**src/rtl/park_pkg.sv**
```systemverilog
// Shared encodings for the parking-lot photo-sensor interface: FSM states,
// travel direction and the Pout/Pin beam pair for each phase of a passage.
package park_pkg;

    typedef enum logic [2:0] {
        S_IDLE   = 3'd0,
        S_FIRST  = 3'd1,
        S_BOTH   = 3'd2,
        S_SECOND = 3'd3,
        S_GAP    = 3'd4
    } park_state_t;

    localparam logic DIR_ENTRY = 1'b0;
    localparam logic DIR_EXIT  = 1'b1;

    typedef struct packed {
        logic pout;
        logic pin;
    } beam_t;

    localparam beam_t BEAM_NONE = '{pout: 1'b0, pin: 1'b0};
    localparam beam_t BEAM_OUT  = '{pout: 1'b1, pin: 1'b0};
    localparam beam_t BEAM_IN   = '{pout: 1'b0, pin: 1'b1};
    localparam beam_t BEAM_BOTH = '{pout: 1'b1, pin: 1'b1};

    // An entering car breaks the outer beam first; an exiting car the inner one.
    function automatic beam_t beam_for(park_state_t s, logic dir);
        beam_t b;
        b = BEAM_NONE;
        case (s)
            S_FIRST:  b = (dir == DIR_ENTRY) ? BEAM_OUT : BEAM_IN;
            S_BOTH:   b = BEAM_BOTH;
            S_SECOND: b = (dir == DIR_ENTRY) ? BEAM_IN : BEAM_OUT;
            default:  b = BEAM_NONE;
        endcase
        return b;
    endfunction

endpackage

```
**src/rtl/park_dwell_timer.sv**
```systemverilog
// Loadable down-counter that times each sensor phase; holds at zero.
module park_dwell_timer #(
    parameter int CNT_W = 8
) (
    input  logic             Clk,
    input  logic             Reset,
    input  logic             load,
    input  logic [CNT_W-1:0] load_value,
    output logic [CNT_W-1:0] value,
    output logic             zero
);

    always_ff @(posedge Clk or posedge Reset) begin
        if (Reset)
            value <= '0;
        else if (load)
            value <= load_value;
        else if (!zero)
            value <= value - 1'b1;
    end

    assign zero = (value == '0);

endmodule

```
**src/rtl/park_sensor_gen.sv**
```systemverilog
// Turns entry/exit commands into the Pout/Pin beam-break waveform of a passing car.
// Define PARK_GEN_OCC_EN to add the shadow occupancy counter (Occ/Reject ports).
module park_sensor_gen
    import park_pkg::*;
#(
    parameter int DWELL_CYCLES = 4,
    parameter int GAP_CYCLES   = 2,
    parameter int CNT_W        = 8,
    parameter int CAPACITY     = 15
) (
    input  logic       Clk,
    input  logic       Reset,
    input  logic       cmd_valid,
    input  logic       cmd_dir,
    output logic       cmd_ready,
    output logic       Pout,
    output logic       Pin,
    output logic       busy,
    output logic       done
`ifdef PARK_GEN_OCC_EN
    ,
    output logic [3:0] Occ,
    output logic       Reject
`endif
);

    if (DWELL_CYCLES < 1 || GAP_CYCLES < 1 || CAPACITY > 15 || CAPACITY < 0)
        $error("park_sensor_gen: bad parameter");

    localparam logic [CNT_W-1:0] DWELL_LD = CNT_W'(DWELL_CYCLES - 1);
    localparam logic [CNT_W-1:0] GAP_LD   = CNT_W'(GAP_CYCLES - 1);

    park_state_t      state_q, state_nxt;
    logic             dir_q, dir_nxt;
    logic             done_nxt;
    beam_t            beam_q, beam_nxt;
    logic             tmr_load, tmr_zero;
    logic [CNT_W-1:0] tmr_ld_val, tmr_value;
    logic             accept, refuse;

    park_dwell_timer #(.CNT_W(CNT_W)) u_timer (
        .Clk        (Clk),
        .Reset      (Reset),
        .load       (tmr_load),
        .load_value (tmr_ld_val),
        .value      (tmr_value),
        .zero       (tmr_zero)
    );

    assign cmd_ready = (state_q == S_IDLE);
    assign busy      = !cmd_ready;
    assign accept    = cmd_valid && cmd_ready;

    always_comb begin
        state_nxt  = state_q;
        dir_nxt    = dir_q;
        tmr_load   = 1'b0;
        tmr_ld_val = DWELL_LD;
        done_nxt   = 1'b0;
        case (state_q)
            S_IDLE: if (accept && !refuse) begin
                dir_nxt   = cmd_dir;
                state_nxt = S_FIRST;
                tmr_load  = 1'b1;
            end
            S_FIRST: if (tmr_zero) begin
                state_nxt = S_BOTH;
                tmr_load  = 1'b1;
            end
            S_BOTH: if (tmr_zero) begin
                state_nxt = S_SECOND;
                tmr_load  = 1'b1;
            end
            S_SECOND: if (tmr_zero) begin
                state_nxt  = S_GAP;
                tmr_load   = 1'b1;
                tmr_ld_val = GAP_LD;
                done_nxt   = 1'b1;
            end
            S_GAP: if (tmr_zero) state_nxt = S_IDLE;
            default: state_nxt = S_IDLE;
        endcase
        // Beams come from the next state so they flip on the same edge as the FSM.
        beam_nxt = beam_for(state_nxt, dir_nxt);
    end

    always_ff @(posedge Clk or posedge Reset) begin
        if (Reset) begin
            state_q <= S_IDLE;
            dir_q   <= DIR_ENTRY;
            beam_q  <= BEAM_NONE;
            done    <= 1'b0;
        end else begin
            state_q <= state_nxt;
            dir_q   <= dir_nxt;
            beam_q  <= beam_nxt;
            done    <= done_nxt;
        end
    end

    assign Pout = beam_q.pout;
    assign Pin  = beam_q.pin;

`ifdef PARK_GEN_OCC_EN
    logic [3:0] occ_q;
    logic       rej_q;

    // A refused command is consumed without a waveform; the FSM stays in IDLE.
    assign refuse = accept && ((cmd_dir == DIR_ENTRY) ? (occ_q == 4'(CAPACITY))
                                                      : (occ_q == 4'd0));

    always_ff @(posedge Clk or posedge Reset) begin
        if (Reset) begin
            occ_q <= 4'd0;
            rej_q <= 1'b0;
        end else begin
            rej_q <= refuse;
            if (done_nxt) begin
                if (dir_q == DIR_ENTRY && occ_q != 4'(CAPACITY))
                    occ_q <= occ_q + 4'd1;
                else if (dir_q == DIR_EXIT && occ_q != 4'd0)
                    occ_q <= occ_q - 4'd1;
            end
        end
    end

    assign Occ    = occ_q;
    assign Reject = rej_q;
`else
    assign refuse = 1'b0;
`endif

endmodule

```
**config.mk**
```make
export PLATFORM = sky130hd
export DESIGN_NAME = park_sensor_gen
export DESIGN_NICKNAME = d
export VERILOG_FILES = /design/src/rtl/park_pkg.sv /design/src/rtl/park_dwell_timer.sv /design/src/rtl/park_sensor_gen.sv
export SDC_FILE = /design/constraint.sdc
export NUM_CORES = 1
export LEC_CHECK = 0
export CAP_MARGIN = 20
export CELL_PAD_IN_SITES_DETAIL_PLACEMENT = 1
export CELL_PAD_IN_SITES_GLOBAL_PLACEMENT = 2
export CORE_ASPECT_RATIO = 0.75
export CORE_MARGIN = 4
export CORE_UTILIZATION = 33
export CTS_BUF_LIST = sky130_fd_sc_hd__clkbuf_4 sky130_fd_sc_hd__clkbuf_8
export CTS_CLUSTER_SIZE = 40
export DETAILED_ROUTE_END_ITERATION = 6
export PLACE_DENSITY_LB_ADDON = 0.05
export SLEW_MARGIN = 40
export SYNTH_ARGS = -nofsm -noshare
export SYNTH_HDL_FRONTEND = slang
export SYNTH_SLANG_ARGS = --single-unit
```
**constraint.sdc**
```tcl
create_clock -name Clk -period 1.7 [get_ports Clk]
set_input_delay 0.17 -clock Clk [delete_from_list [all_inputs] [get_ports Clk]]
set_output_delay 0.17 -clock Clk [all_outputs]
set_load 0.05 [all_outputs]
```
### Word level (Yosys, flattened, before mapping)

Cells that the tools add are included.

* add/sub/neg operators: 1
* $mul: 0
* divide/modulo/power cells: 0
* $lt $le $gt $ge: 0
* equal/unequal tests: 8
* shift-type cells: 0
* muxes and demuxes: 19
* bitwise gates (word level): 0
* reductions and logical operators: 5

Operators with widths (count)
* 8-bit two-way mux: 2
* 3-bit two-way mux: 5
* 3-bit one-hot mux with 5 select lines: 1
* 3-bit by 2-bit == test with 1-bit output, second input constant: 4
* 8-bit logical NOT: 1
* 2-bit two-way mux: 4
* 8-bit by 1-bit subtractor with 8-bit output, second input constant: 1
* 3-bit by 1-bit == test with 1-bit output, second input constant: 2
* 2-bit one-hot mux with 3 select lines: 1
* 1-bit two-way mux: 5
* 3-bit == test, second input constant: 1
* 3-bit logical NOT: 1
* 3-bit OR reduction: 1
* 2-bit != test, second input constant: 1
* 1-bit one-hot mux with 2 select lines: 1
* 1-bit logical AND: 1
* 1-bit logical NOT: 1

* bits in registers: 15
* latch bits: 0
* memory bits (writable): 0
* ROM bits: 0
* input port bits: 4
* output and inout port bits: 5
* word-level logic and storage cells: 39
* memories: 0

### Depth between registers and ports, before layout

Gate-level depths: netlist (run 1).

* depth after elaboration: 6
* mapped depth: 6
* depth with buffers taken out: 6

### By module

From an unflattened synthesis (run 1), not the netlist that was laid out.

* cells, all modules: 99
* area total of the unflattened synthesis: 904.6 um2

Modules (own cells, without submodules)
* park_dwell_timer: times used 1, cells each 55, area each 481.7 um2, sequential area each 200.2 um2
* park_sensor_gen: times used 1, cells each 44, area each 422.9 um2, sequential area each 175.2 um2

### Worst setup path before layout (run 1)

Ideal clock, no wire load.

* path kind: register -> output
* start point: reg state_q[0]
* end point: out busy
* data arrival time: 2290 ps
* data required time: 1530 ps
* slack: -760 ps
* cell stages (with the launch flop): 4
* buffers on the path: 1
* cell sequence: dfrtp_1 -> buf_2 -> nor3_1 -> inv_1

* cells in the longest elaborated chain, start to end: 2

RTL lines
* from (decl): line park_sensor_gen.sv:33 `park_state_t state_q, state_nxt;`
* from (signal assigned): line park_sensor_gen.sv:94 `state_q <= state_nxt;`
* 3-bit logical NOT: line park_sensor_gen.sv:50 `assign cmd_ready = (state_q == S_IDLE);`
* named net cmd_ready: line park_sensor_gen.sv:15 `output logic cmd_ready,`
* 1-bit logical NOT: line park_sensor_gen.sv:51 `assign busy = !cmd_ready;`
* to (decl): line park_sensor_gen.sv:18 `output logic busy,`

The timed path passes the listed nets, and every way through them passes these cells.

### Worst setup path after layout (run 1)

* start point: reg u_timer.value[6]
* end point: reg u_timer.value[0]

* cells in the longest elaborated chain, start to end: 4
* elaborated cells on any way between the ends: 5

RTL lines
* from (decl): line park_dwell_timer.sv:9 `output logic [CNT_W-1:0] value,`
* from (signal assigned): line park_dwell_timer.sv:17 `value <= load_value;`
* from (signal assigned): line park_dwell_timer.sv:19 `value <= value - 1'b1;`
* 8-bit logical NOT (*): line park_dwell_timer.sv:22 `assign zero = (value == '0);`
* 1-bit two-way mux: line park_sensor_gen.sv:66, park_sensor_gen.sv:70, park_sensor_gen.sv:74
* 1-bit one-hot mux with 2 select lines: line park_sensor_gen.sv:60 `case (state_q)`
* 2-bit != test (no line) / 8-bit two-way mux (equally long branches)

Every way passes the cells marked *; elsewhere a longest branch is shown, timed or not.
A chain may end at the register's enable or synchronous reset.

==> results.json, run 1 <==
{
  "fin_cells": 152,
  "fmax_mhz": 591,
  "grt_pass1_wl_um": 3760,
  "wl_um": 2260,
  "cts_tree": "built",
  "critPathArrivalTime_ns": 1.87,
  "cap_violations": 0,
  "outcome": "finished, final reports clean",
  "power_density_nw_per_um2": 1940,
  "die_h_um": 52.5,
  "syn_area_um2": 872,
  "seqCellArea_um2": 375,
  "numPortBuffers": 8,
  "dr_total_vias": 748,
  "area.growth.synth_to_final_pct": 43.2,
  "finalMaxSlewViolations": 0,
  "final_nets": 125,
  "ant_nets": 0,
  "relSlewSlack_pct": 58.7,
  "crit_family": "simple AND/OR/NAND/NOR gates",
  "synth-seq-area-share_pct": 43.0,
  "hold_path.class": "primary input to asynchronous set/reset pin",
  "r2r-end": "u_timer.value[0]$_DFFE_PP0P_",
  "post-route-period-util_pct": 99.6,
  "grt_pass1_vias": 750,
  "hold_viol_final": 0,
  "final_common_cell": "buf_4",
  "via_per_inst": 4.92,
  "core-area_um2": 2400,
  "grt_start_max_net_pins": 16,
  "tightest_slew_ns": 0.619,
  "grt_usage_pct": 14.8,
  "num-fill-cells": 292,
  "yosys_warnings": 0,
  "yosysUniqueCellTypes": 33,
  "layout_common_cells": "buf_4 (17), dfrtp_1 (15), nor2_1 (11)",
  "critical_path_class": "flop to flop",
  "grt_setup_unrepaired": "true",
  "syn_avg_cell_area_um2": 9.69,
  "fin_util_pct": 52.0,
  "row_count": 15,
  "setup.worst_path.end": "u_timer.value[0]$_DFFE_PP0P_",
  "slowest_delay_ns": 0.58,
  "wl_per_cell_um": 14.9,
  "cts.sink_count": 15,
  "grt_overflow": 0,
  "clockRootBuffer": "clkbuf_4",
  "place_congestion": 0.754,
  "ys_seq_elements": 15,
  "cp_data_required_time_ns": 1.88,
  "initial_core_util_pct": 36.3,
  "htree_levels": 1,
  "critical_path.cell_chain": "or4_4 > nor3_4 > buf_6 > buf_4 > xnor2_2 > nand2b_1",
  "numCtsBuffers": 3,
  "antenna_found_initial": 0,
  "drive_gt1_share_pct": 34.7,
  "leakagePower_nw": 0.541,
  "detail_route.first_pass.iterations": 3,
  "reg2reg_from": "u_timer.value[6]$_DFFE_PP0P_",
  "crit_path_start": "u_timer.value[6]$_DFFE_PP0P_",
  "syn_nets": 96,
  "dieWidth_um": 67.4,
  "crit_buf_inv": 2,
  "syn-instance-count": 90,
  "setup_violations": 0,
  "dp.cells": 146,
  "drcViolationCount": 0,
  "critical-path-slowest-cell": "or4_4",
  "clkTransAtPathRegs_ns": 0.10,
  "insertedDiodeCount": 0,
  "ctsHoldBuffers": 0,
  "worst_setup_path_end_kind": "flop",
  "r2r_slack_ns": 0.007,
  "irDropWorstVdd_mv": 0.826,
  "clockBufferDepth": 2,
  "path_depth": 6,
  "die_area_um2": 3540,
  "multi_input_area_um2": 527,
  "clkLatencyLatePin_ns": 0.28,
  "critPathLaunchType": "flop",
  "drtIter0Drc": 20,
  "worst-path-max-fanout": 6,
  "finalClockSkew_ns": 0.00342,
  "r2r_cells": 6,
  "fin_crit_ns": 1.69,
  "dp_hpwl_um": 1680,
  "io_pins": 9
}
## synthesized netlist by cell type
cell / n / share of area, %
nor3_4: 1 / 1.9
a2bb2oi_1: 1 / 1.0
o21ai_0: 2 / 1.1
o22ai_1: 1 / 0.72
a21oi_1: 5 / 2.9
mux2_2: 1 / 1.3
nor4_1: 1 / 0.72
nor2_1: 12 / 5.2
nor2b_1: 2 / 1.4
inv_1: 7 / 3.0
a221oi_2: 2 / 3.4
nand3b_1: 2 / 1.7
a211oi_1: 3 / 2.6
or4_4: 1 / 1.3
nor4_2: 1 / 1.4
nor4b_2: 1 / 1.7
buf_2: 2 / 1.1
o211ai_1: 1 / 0.86
dfrtp_1: 15 / 43
xnor2_1: 2 / 2.0
o21ai_1: 2 / 1.1
mux2i_1: 2 / 2.3
nand2b_1: 3 / 2.2
ha_1: 2 / 2.9
a31o_2: 1 / 1.0
maj3_1: 1 / 1.1
nor3_1: 3 / 1.7
nand3_1: 2 / 1.1
nand2_1: 4 / 1.7
a21oi_2: 1 / 1.0
xor2_1: 4 / 4.0
nor3b_1: 1 / 0.86
clkbuf_1: 1 / 0.43
## report_power, final
group,leakage (nW),internal (W),switching (W)
clock,0.0177,0.0000873,0.000124
combinational,0.341,0.000747,0.000840
sequential,0.182,0.000513,0.000116
## metrics by stage
| step | instance area [um2] | total power [W] | hold WS (ns) | setup WS [ns] | setup TNS, ns |
|---|---|---|---|---|---|
| floorplan | 883 | 0.00153 | 0.0715 | 0.00270 | 0 |
| global placement | 1140 | 0.00203 | 0.579 | -0.0952 | -0.290 |
| detailed placement | 1140 | 0.00206 | 0.578 | -0.165 | -0.375 |
| CTS | 1200 | 0.00235 | 0.268 | -0.0192 | -0.0436 |
| global route | 1250 | 0.00261 | 0.292 | -0.0727 | -0.377 |
| finish | 1250 | 0.00243 | 0.254 | 0.00689 | 0 |
## timing repair
item / in CTS / in global routing
pin swaps: 4 / 4
setup endpoints to repair: 9 / 10
buffers inserted: 1 / 2
resized for setup: 6 / 6
## per-layer routing
layer	wire length, um	global-route usage [%]
met1	1130	21.3
met2	1050	21.7
met5	0	0
met3	63	4.72
met4	14	3.03
## state kept, by name, indices dropped and copies added (netlist names)
register	flops
u_timer.value	8
state_q	3
Pin	1
Pout	1
dir_q	1
done	1
## cell type report
| class | count | share of cell area, % |
|---|---|---|
| clock inverter | 1 | 0.401 |
| timing repair buffer | 27 | 20.0 |
| clock buffer | 3 | 1.80 |
| sequential | 15 | 30.1 |
| multi-input combinational | 65 | 42.2 |
| tap | 34 | 3.41 |
| inverter | 7 | 2.10 |
## kinds of logic after synthesis
family / after synthesis / synth area share, %
DFF: 15 / 43.0
xor gates and xnor gates: 6 / 6.03
AOI/OAI and AO/OA: 19 / 15.8
buffers and inverters: 10 / 4.59
adders and majority gates: 3 / 4.02
and+or+nand+nor: 34 / 23.0
muxes: 3 / 3.59
## how the worst min path moves through the flow
stage,slack [ns],end,depth (start not counted),start
floorplan,0.07,Pin$_DFF_PP0_,1,Reset
global placement,0.58,u_timer.value[5]$_DFFE_PP0P_,2,Reset
detailed placement,0.58,u_timer.value[5]$_DFFE_PP0P_,2,Reset
CTS,0.27,u_timer.value[5]$_DFFE_PP0P_,2,Reset
global route,0.29,u_timer.value[5]$_DFFE_PP0P_,2,Reset
finish,0.25,u_timer.value[3]$_DFFE_PP0P_,2,Reset
Power figures use the tool's default switching activity.
==> run 2, diff against run 1 <==
--- a/config.mk
+++ b/config.mk
@@ -15,7 +15,6 @@
 export CTS_CLUSTER_SIZE = 40
 export DETAILED_ROUTE_END_ITERATION = 6
 export PLACE_DENSITY_LB_ADDON = 0.05
-export SLEW_MARGIN = 40
 export SYNTH_ARGS = -nofsm -noshare
 export SYNTH_HDL_FRONTEND = slang
 export SYNTH_SLANG_ARGS = --single-unit
==> results of run 2 <==
Final layout, timing and power as in run 1 (identical DEF).
